==> config.mk <==
export PLATFORM = sky130hd
export DESIGN_NAME = decode_control_stage
export DESIGN_NICKNAME = d
export VERILOG_FILES = /design/src/rtl/riscv_ctrl_pkg.sv /design/src/rtl/ctrl_decoder.sv /design/src/rtl/decode_control_stage.sv
export SDC_FILE = /design/constraint.sdc
export NUM_CORES = 1
export LEC_CHECK = 0
export CAP_MARGIN = 10
export CELL_PAD_IN_SITES_DETAIL_PLACEMENT = 0
export CELL_PAD_IN_SITES_GLOBAL_PLACEMENT = 1
export CORE_MARGIN = 3
export CORE_UTILIZATION = 33
export DETAILED_ROUTE_END_ITERATION = 16
export PLACE_DENSITY_LB_ADDON = 0.2
export REMOVE_ABC_BUFFERS = 1
export SYNTH_ARGS = -nofsm -noshare
export SYNTH_HDL_FRONTEND = slang
export SYNTH_HIERARCHICAL = 1
export SYNTH_SLANG_ARGS = --single-unit
==> constraint.sdc <==
create_clock -name clk -period 4.15 [get_ports clk]
set_input_delay 1.0375 -clock clk [delete_from_list [all_inputs] [get_ports clk]]
set_output_delay 1.0375 -clock clk [all_outputs]
set_load 0.02 [all_outputs]
==> src/rtl/riscv_ctrl_pkg.sv <==
// Shared opcodes, ALU-op encodings, control bundle and FSM states for the decode stage.
package riscv_ctrl_pkg;

  localparam logic [6:0] OP_R      = 7'b0110011;
  localparam logic [6:0] OP_IALU   = 7'b0010011;
  localparam logic [6:0] OP_LOAD   = 7'b0000011;
  localparam logic [6:0] OP_JALR   = 7'b1100111;
  localparam logic [6:0] OP_STORE  = 7'b0100011;
  localparam logic [6:0] OP_BRANCH = 7'b1100011;
  localparam logic [6:0] OP_JAL    = 7'b1101111;
  localparam logic [6:0] OP_LUI    = 7'b0110111;
  localparam logic [6:0] OP_AUIPC  = 7'b0010111;

  localparam logic [6:0] F7_MULDIV = 7'b0000001;

  localparam logic [1:0] ALU_ADD  = 2'b00;
  localparam logic [1:0] ALU_BR   = 2'b01;
  localparam logic [1:0] ALU_FUNC = 2'b10;
  localparam logic [1:0] ALU_PASS = 2'b11;

  typedef enum logic [1:0] {RUN, LU_STALL, MUL_WAIT} state_e;

  typedef struct packed {
    logic [1:0] alu_op;
    logic       alu_src;
    logic       alu_src_a;
    logic       branch;
    logic       is_jal;
    logic       is_jalr;
    logic       is_lui;
    logic       mem_read;
    logic       mem_write;
    logic       reg_write;
    logic       mem_to_reg;
    logic       is_mul;
    logic       illegal;
  } ctrl_t;

  // Formats whose rs2 field is a real source operand.
  function automatic logic uses_rs2(input logic [6:0] op);
    return (op == OP_R) || (op == OP_STORE) || (op == OP_BRANCH);
  endfunction

endpackage

==> src/rtl/ctrl_decoder.sv <==
// Combinational opcode/funct7 -> control bundle decode.
// RV32M_DECODE_EN: R-type with funct7=0000001 decodes as a multiply (is_mul).
module ctrl_decoder
  import riscv_ctrl_pkg::*;
(
  input  logic [6:0] opcode,
  input  logic [6:0] funct7,
  output ctrl_t      ctrl
);

`ifndef RV32M_DECODE_EN
  logic unused_funct7;
  assign unused_funct7 = ^funct7;
`endif

  always_comb begin
    ctrl = '0;
    case (opcode)
      OP_R: begin
        ctrl.alu_op    = ALU_FUNC;
        ctrl.reg_write = 1'b1;
`ifdef RV32M_DECODE_EN
        ctrl.is_mul    = (funct7 == F7_MULDIV);
`endif
      end
      OP_IALU:   begin ctrl.alu_op = ALU_FUNC; ctrl.alu_src = 1'b1; ctrl.reg_write = 1'b1; end
      OP_LOAD: begin
        ctrl.alu_op     = ALU_ADD;
        ctrl.alu_src    = 1'b1;
        ctrl.mem_read   = 1'b1;
        ctrl.reg_write  = 1'b1;
        ctrl.mem_to_reg = 1'b1;
      end
      OP_JALR:   begin ctrl.alu_op = ALU_PASS; ctrl.alu_src = 1'b1; ctrl.is_jalr = 1'b1; ctrl.reg_write = 1'b1; end
      OP_STORE:  begin ctrl.alu_op = ALU_ADD; ctrl.alu_src = 1'b1; ctrl.mem_write = 1'b1; end
      OP_BRANCH: begin ctrl.alu_op = ALU_BR; ctrl.branch = 1'b1; end
      OP_JAL:    begin ctrl.alu_op = ALU_PASS; ctrl.alu_src = 1'b1; ctrl.is_jal = 1'b1; ctrl.reg_write = 1'b1; end
      OP_LUI:    begin ctrl.alu_op = ALU_PASS; ctrl.alu_src = 1'b1; ctrl.is_lui = 1'b1; ctrl.reg_write = 1'b1; end
      OP_AUIPC:  begin ctrl.alu_op = ALU_PASS; ctrl.alu_src = 1'b1; ctrl.alu_src_a = 1'b1; ctrl.reg_write = 1'b1; end
      default:   ctrl.illegal = 1'b1;
    endcase
  end

endmodule

==> src/rtl/decode_control_stage.sv <==
// ID stage: registered control bundle, load-use stall, multiply occupancy and flush.
// RV32M_DECODE_EN enables the multiply decode and its MUL_WAIT down-counter.
module decode_control_stage
  import riscv_ctrl_pkg::*;
#(
  parameter int REG_ADDR_W = 5,
  parameter int MUL_LAT    = 3
) (
  input  logic                  clk,
  input  logic                  rst_n,
  input  logic                  in_valid,
  output logic                  in_ready,
  input  logic [31:0]           instr,
  input  logic [REG_ADDR_W-1:0] ex_rd,
  input  logic                  ex_mem_read,
  input  logic                  flush,
  output logic                  out_valid,
  input  logic                  out_ready,
  output logic [1:0]            alu_op,
  output logic                  alu_src,
  output logic                  alu_src_a,
  output logic                  branch,
  output logic                  is_jal,
  output logic                  is_jalr,
  output logic                  is_lui,
  output logic                  mem_read,
  output logic                  mem_write,
  output logic                  reg_write,
  output logic                  mem_to_reg,
  output logic                  is_mul,
  output logic                  illegal,
  output logic [REG_ADDR_W-1:0] rs1,
  output logic [REG_ADDR_W-1:0] rs2,
  output logic [REG_ADDR_W-1:0] rd
);

  logic [6:0]            opcode;
  logic [REG_ADDR_W-1:0] rs1_d, rs2_d, rd_d;
  logic                  hazard, slot_free, accept;
  ctrl_t                 dec, ctrl_q;
  state_e                state;

`ifdef RV32M_DECODE_EN
  localparam int CNT_W = 4;
  logic [CNT_W-1:0] cnt;
`else
  logic [3:0] unused_mul_lat;
  assign unused_mul_lat = 4'(MUL_LAT);
`endif

  // Only some instr bits feed decode, depending on REG_ADDR_W and the build.
  logic unused_instr;
  assign unused_instr = ^instr;

  assign opcode = instr[6:0];

  ctrl_decoder u_dec (
    .opcode (opcode),
    .funct7 (instr[31:25]),
    .ctrl   (dec)
  );

  assign rs1_d = instr[15 +: REG_ADDR_W];
  assign rs2_d = instr[20 +: REG_ADDR_W];
  assign rd_d  = (opcode == OP_STORE || opcode == OP_BRANCH) ? '0 : instr[7 +: REG_ADDR_W];

  assign hazard = ex_mem_read && (ex_rd != '0) &&
                  ((ex_rd == rs1_d) || (ex_rd == rs2_d && uses_rs2(opcode)));

  assign slot_free = !out_valid || out_ready;
  assign in_ready  = rst_n && !flush && (state == RUN) && slot_free && !hazard;
  assign accept    = in_valid && in_ready;

  always_ff @(posedge clk or negedge rst_n) begin
    if (!rst_n) begin
      state     <= RUN;
      out_valid <= 1'b0;
      ctrl_q    <= '0;
      rs1       <= '0;
      rs2       <= '0;
      rd        <= '0;
`ifdef RV32M_DECODE_EN
      cnt       <= '0;
`endif
    end else if (flush) begin
      state     <= RUN;
      out_valid <= 1'b0;
      ctrl_q    <= '0;
      rs1       <= '0;
      rs2       <= '0;
      rd        <= '0;
`ifdef RV32M_DECODE_EN
      cnt       <= '0;
`endif
    end else if (accept) begin
      out_valid <= 1'b1;
      ctrl_q    <= dec;
      rs1       <= rs1_d;
      rs2       <= rs2_d;
      rd        <= rd_d;
`ifdef RV32M_DECODE_EN
      if (dec.is_mul) begin
        state <= MUL_WAIT;
        cnt   <= CNT_W'(MUL_LAT - 1);
      end
`endif
    end else begin
      // Nothing new this edge: an emptied slot becomes a zero bubble.
      if (slot_free) begin
        out_valid <= 1'b0;
        ctrl_q    <= '0;
        rs1       <= '0;
        rs2       <= '0;
        rd        <= '0;
      end
      case (state)
        // A bubble can only be issued into a free slot; a held output keeps priority.
        RUN:      if (in_valid && hazard && slot_free) state <= LU_STALL;
        LU_STALL: state <= RUN;
        MUL_WAIT: begin
`ifdef RV32M_DECODE_EN
          if (cnt <= CNT_W'(1)) begin
            state <= RUN;
            cnt   <= '0;
          end else begin
            cnt <= cnt - CNT_W'(1);
          end
`else
          state <= RUN;
`endif
        end
        default:  state <= RUN;
      endcase
    end
  end

  assign alu_op     = ctrl_q.alu_op;
  assign alu_src    = ctrl_q.alu_src;
  assign alu_src_a  = ctrl_q.alu_src_a;
  assign branch     = ctrl_q.branch;
  assign is_jal     = ctrl_q.is_jal;
  assign is_jalr    = ctrl_q.is_jalr;
  assign is_lui     = ctrl_q.is_lui;
  assign mem_read   = ctrl_q.mem_read;
  assign mem_write  = ctrl_q.mem_write;
  assign reg_write  = ctrl_q.reg_write;
  assign mem_to_reg = ctrl_q.mem_to_reg;
  assign is_mul     = ctrl_q.is_mul;
  assign illegal    = ctrl_q.illegal;

endmodule

Yosys cells after proc, flatten, opt, wreduce, memory -nomap -nowiden

Index checks and enable logic that the tools add are counted.

Register bits: 32
Output and inout port bits: 31

Equality and inequality tests: 13
Mux-type cells: 29
Reductions and logical operators: 27

Operators by type and width:

| cell               | count |
|---|---|
| $mux 14            | 3 |
| $mux 5             | 8 |
| $eq 7x6->1 const B | 3 |
| $eq 7x7->1 const B | 3 |
| $eq 7x5->1 const B | 2 |
| $reduce_or 7->1    | 2 |
| $mux 1             | 13 |
| $eq 5x5->1         | 2 |
| $logic_and 1x1->1  | 10 |
| $reduce_or 9->1    | 1 |
| $mux 2             | 4 |
| $eq 7x2->1 const B | 1 |
| $pmux 2 s3         | 1 |
| $logic_or 1x1->1   | 5 |
| $reduce_bool 5->1  | 1 |
| $reduce_or 4->1    | 1 |
| $logic_not 1->1    | 3 |
| $ne 3x2->1 const B | 1 |
| $reduce_bool 3->1  | 1 |
| $logic_not 2->1    | 1 |
| $ne 2x2->1 const B | 1 |
| $reduce_and 2->1   | 1 |
| $reduce_or 2->1    | 1 |

Logic depth before layout (Yosys ltp)

Word-level depth: 12
Depth in mapped cells: 7
Depth with buffers taken out: 5

Cells and area by module

The synthesis kept the hierarchy.

By module, submodules not included:

| module               | instances | cells each | area an instance (um^2) | seq. area each (um^2) |
|---|---|---|---|---|
| decode_control_stage | 1         | 158        | 1564.0                  | 775.7 |
| ctrl_decoder         | 1         | 36         | 224.0                   | 0.0 |

Least setup slack after synthesis

Ideal clock, no wire load.

Path type: input to output
Start: in instr[3]
End: out in_ready
Data arrival time: 2146 ps
Slack: 966 ps
Cell stages on the path: 5
Cell sequence: nor2_1 nand4_1 a2111oi_0 o221a_2 and2b_2

Word-level cells in the longest chain between the ends: 8

RTL lines:

| element               | line                       | text |
|---|---|---|
| from (decl)           | decode_control_stage.sv:13 | `input logic [31:0] instr,` |
| $eq 7x6->1            | riscv_ctrl_pkg.sv:41       | `return (op == OP_R) \|\| (op == OP_STORE) \|\| (op == OP_BRANCH);` |
| $logic_or 1x1->1      | riscv_ctrl_pkg.sv:41       |  |
| $logic_or 1x1->1 (*)  | riscv_ctrl_pkg.sv:41       |  |
| $logic_and 1x1->1 (*) | decode_control_stage.sv:68 | `((ex_rd == rs1_d) \|\| (ex_rd == rs2_d && uses_rs2(opcode)));` |
| $logic_or 1x1->1 (*)  | decode_control_stage.sv:68 |  |
| $logic_and 1x1->1 (*) | decode_control_stage.sv:67 | `assign hazard = ex_mem_read && (ex_rd != '0) &&` |
| $logic_not 1->1 (*)   | decode_control_stage.sv:71 | `assign in_ready = rst_n && !flush && (state == RUN) && slot_free && !hazard;` |
| $logic_and 1x1->1 (*) | decode_control_stage.sv:71 |  |
| to (decl)             | decode_control_stage.sv:12 | `output logic in_ready,` |

Mark *: on every way between the ends. The rest lies on a longest branch, timed or not.

Worst setup path after layout

Start: in ex_rd[0]
End: out in_ready

Word-level cells in the longest chain between the ends: 6

RTL lines:

| element               | line                       | text |
|---|---|---|
| from (decl)           | decode_control_stage.sv:14 | `input logic [REG_ADDR_W-1:0] ex_rd,` |
| $eq 5x5->1            | decode_control_stage.sv:68 |  |
| $logic_and 1x1->1     | decode_control_stage.sv:68 |  |
| $logic_or 1x1->1      | decode_control_stage.sv:68 |  |
| $logic_and 1x1->1 (*) | decode_control_stage.sv:67 |  |
| $logic_not 1->1 (*)   | decode_control_stage.sv:71 |  |
| $logic_and 1x1->1 (*) | decode_control_stage.sv:71 |  |

Marks and branches as above.

==> metrics <==
syn_area_per_cell=9.22 sq um; Final Power=750 uW; max layer used=met4; Slew Limit Fails=0; WL met3=between 200 and 250 microns; sequential share of power=about 41%; crit share post-route=a little over nine tenths; DP Area=between 2000 and 3000 sq um; Leak=~1.1 nW; residual DRC count=0; # setup viols final=0; Synth Area in Adders=0%; WHS Endpoint=mem_to_reg; antenna diode count=0; Worst Setup End Kind=primary output; height of the die=between 70 and 80 microns; area grow syn2layout=47.5%; Clock Power Share=42.0%; first-pass GRT wire length=7820 microns; DRT met1 WL=2150 microns; endpoints failing hold=0; Max H-tree Level=2; filler instances=between 400 and 500; final std cells w/o fill=between 300 and 400; Via Count=between 1.5k and 2k; RSZ-0062 raised after global routing=no; initial core utilization=around 35%; EDFF count, synth=0; worst slew pin tran=1140 ps; Synth async-reset ratio=100%; Int Pwr=564 uW; drt pass-1 iters=6; root buffer cell=clkbuf_8; R2R Path Start=out_valid; post-synthesis mux area share=0%; R2R Setup Slk=around 2600 ps; final worst slack=approximately 230 ps; status=finished clean; die width=between 70 and 80 microns; Setup crit start kind=input port; Synth Area in Simple Gates=between 20% and 30%; initial antenna violation count=0; final setup TNS=0 ps; Final GP Congestion=about 0.74; clock sink count=31; largest net degree at the start of global routing=32; min cycle time layout=3920 ps; pre-CTS setup slack=-124 ps; I/O pin total=74; switch share=24.7%; R2R cell count=6; clk buf depth=2; compound-gate portion of the synthesized area=about a fifth; total grt overflow=0; DP HPWL=between 3000 and 4000 microns; Hold WC Path Type=reg -> reg; drt wl/cell=around 14 microns; share of cells above drive strength 1=24.0%; vias in the first global route=1597; CP Data Arrival Time=between 2000 and 3000 ps; PD cells=between 200 and 300 nW/um^2; Combinational Power Share=16.6%; placed instance count=roughly 320; register bit count reported by yosys=31; # rows=26; clock skew=6.98 ps; Critical Setup Path Class=in -> out; Switch Pwr=185 uW; Synth cell types=37; DR WL met2=2250 microns; vias per cell=about 4.8; final WL=approximately 4700 microns; Detailed Route Iter0 Violations=between 50 and 60; CP Max Fanout=2; die footprint=~6300 sq um; dominant synthesized flop cell=dfrtp_1; clk_lat worst skew=between 200 and 300 ps; TritonCTS Buffers=5; headroom to the max-slew limit=23.6%; HP Start=mem_to_reg; Post-Syn Instances=roughly 190; Max VDD drop=roughly 150 uV; Seq/Total Area, Yosys=~43%; Worst R2R End=rd[4]; final instance area=~2600 sq um; main combinational cell family by area after synthesis=simple AND/OR/NAND/NOR gates; Post-DRT Antenna Nets=0; # port buffers=63; Synth Warn #=6; CTS tree=built; Max Cap Viol=0; xor-xnor portion of the synthesized cell area=slightly below 5%; GR Util All Layers=between 10% and 20%; post-synthesis instance area=around 1800 sq um; Final nets=304; Clock Pin Slew Worst Setup and Hold Paths=60 ps; fmax=about 260 MHz; Hold Crit Depth=2; Req. time, crit path=approximately 3100 ps; Largest regs=rd x5, rs1 x5, rs2 x5; core box area=slightly above 5000 sq um
## through the flow
step | utilization [%] | hold slack [ps]
floorplan | - | 579
global placement | 48.6 | 460
detailed placement | 48.6 | 465
CTS | 51.0 | 481
global route | 51.0 | 489
finish | 51.0 | 473
## final cells by class
cell class | instances | area (sq um) | area share, %
clock buffers | 6 | 82.6 | 3.13
clock inverters | 2 | 35.0 | 1.33
inverters | 2 | 7.51 | 0.285
multi-input cells | 143 | 907 | 34.4
flip-flops and latches | 31 | 776 | 29.4
well taps | 70 | 87.6 | 3.32
repair buffers | 78 | 742 | 28.1
## per-layer routing
metal	up-vias	GRT usage, %
met5	-	0
met4	0	5.15
met3	5	3.72
met2	36	25.2
met1	749	21.1
li1	808	-
## worst max-delay path by stage
stage,startpoint,to,cells after the start,slack [ps]
global placement,ex_rd[1],in_ready,7,-110
finish,ex_rd[0],in_ready,8,230
detailed placement,ex_rd[1],in_ready,7,-120
CTS,instr[1],in_ready,6,200
floorplan,instr[3],in_ready,5,380
global route,ex_rd[4],in_ready,8,120
## Yosys cell counts, drive strengths merged, types with 2 or more instances
master  number  area, sq um
dfrtp       31          776
nand2       31          116
o21ai       30          259
nand3       27          135
clkbuf      12         46.3
nand4        7         43.8
xnor2        7         61.3
buf          6         60.1
nor2         6         22.5
nor3         4         25.0
a21oi        3         15.0
nor4         3         18.8
xor2         3         26.3
inv          2         7.51
nand2b       2         12.5
nor2b        2         12.5
or2          2         12.5
or4          2         18.8
## logic make-up (layout without fill, tap and decap cells)
kind of cell | count (synthesis) | count (layout)
simple gates | 91 | 91
compound gates | 41 | 41
flops | 31 | 31
buf+inv | 20 | 88
xor+xnor | 10 | 10
other cells | 1 | 1
## power by group through the flow
stage / logic [mW] / clock network, mW / registers, mW
after global placement: 0.125 / 0 / 0.316
final: 0.124 / 0.315 / 0.311
after CTS: 0.126 / 0.323 / 0.311
after detailed placement: 0.125 / 0 / 0.316
after global routing: 0.136 / 0.338 / 0.311
after floorplan: 0.0346 / 0 / 0.324
## placed cells by master, fill, tap and decap left out, types with 2 or more instances in the layout
cell type and count:
nand2b_1 2, clkdlybuf4s50_1 62, xor2_1 3, nor2_1 6, nand3_1 27, a21oi_1 3, dfrtp_1 31, clkbuf_8 6
xnor2_1 7, o21ai_2 29, buf_4 15, nor4_1 3, nand4_1 7, inv_1 2, nand2_1 31, or2_2 2
nor3_1 3
## timing repair
item	in CTS	in global routing
gates resized for setup	3	0
buffers inserted	0	0
setup endpoints to repair	1	0
hold buffers	0	0
## worst max-delay path, cell delays in order
cell             delay, ps
clkdlybuf4s50_1        450
buf_4                  160
xnor2_1                140
nand3_1                100
nor3_1                 230
o221a_2                230
and2b_2                220
dlygate4sd2_1          310
Note: power is estimated with default switching activity, not from simulation.
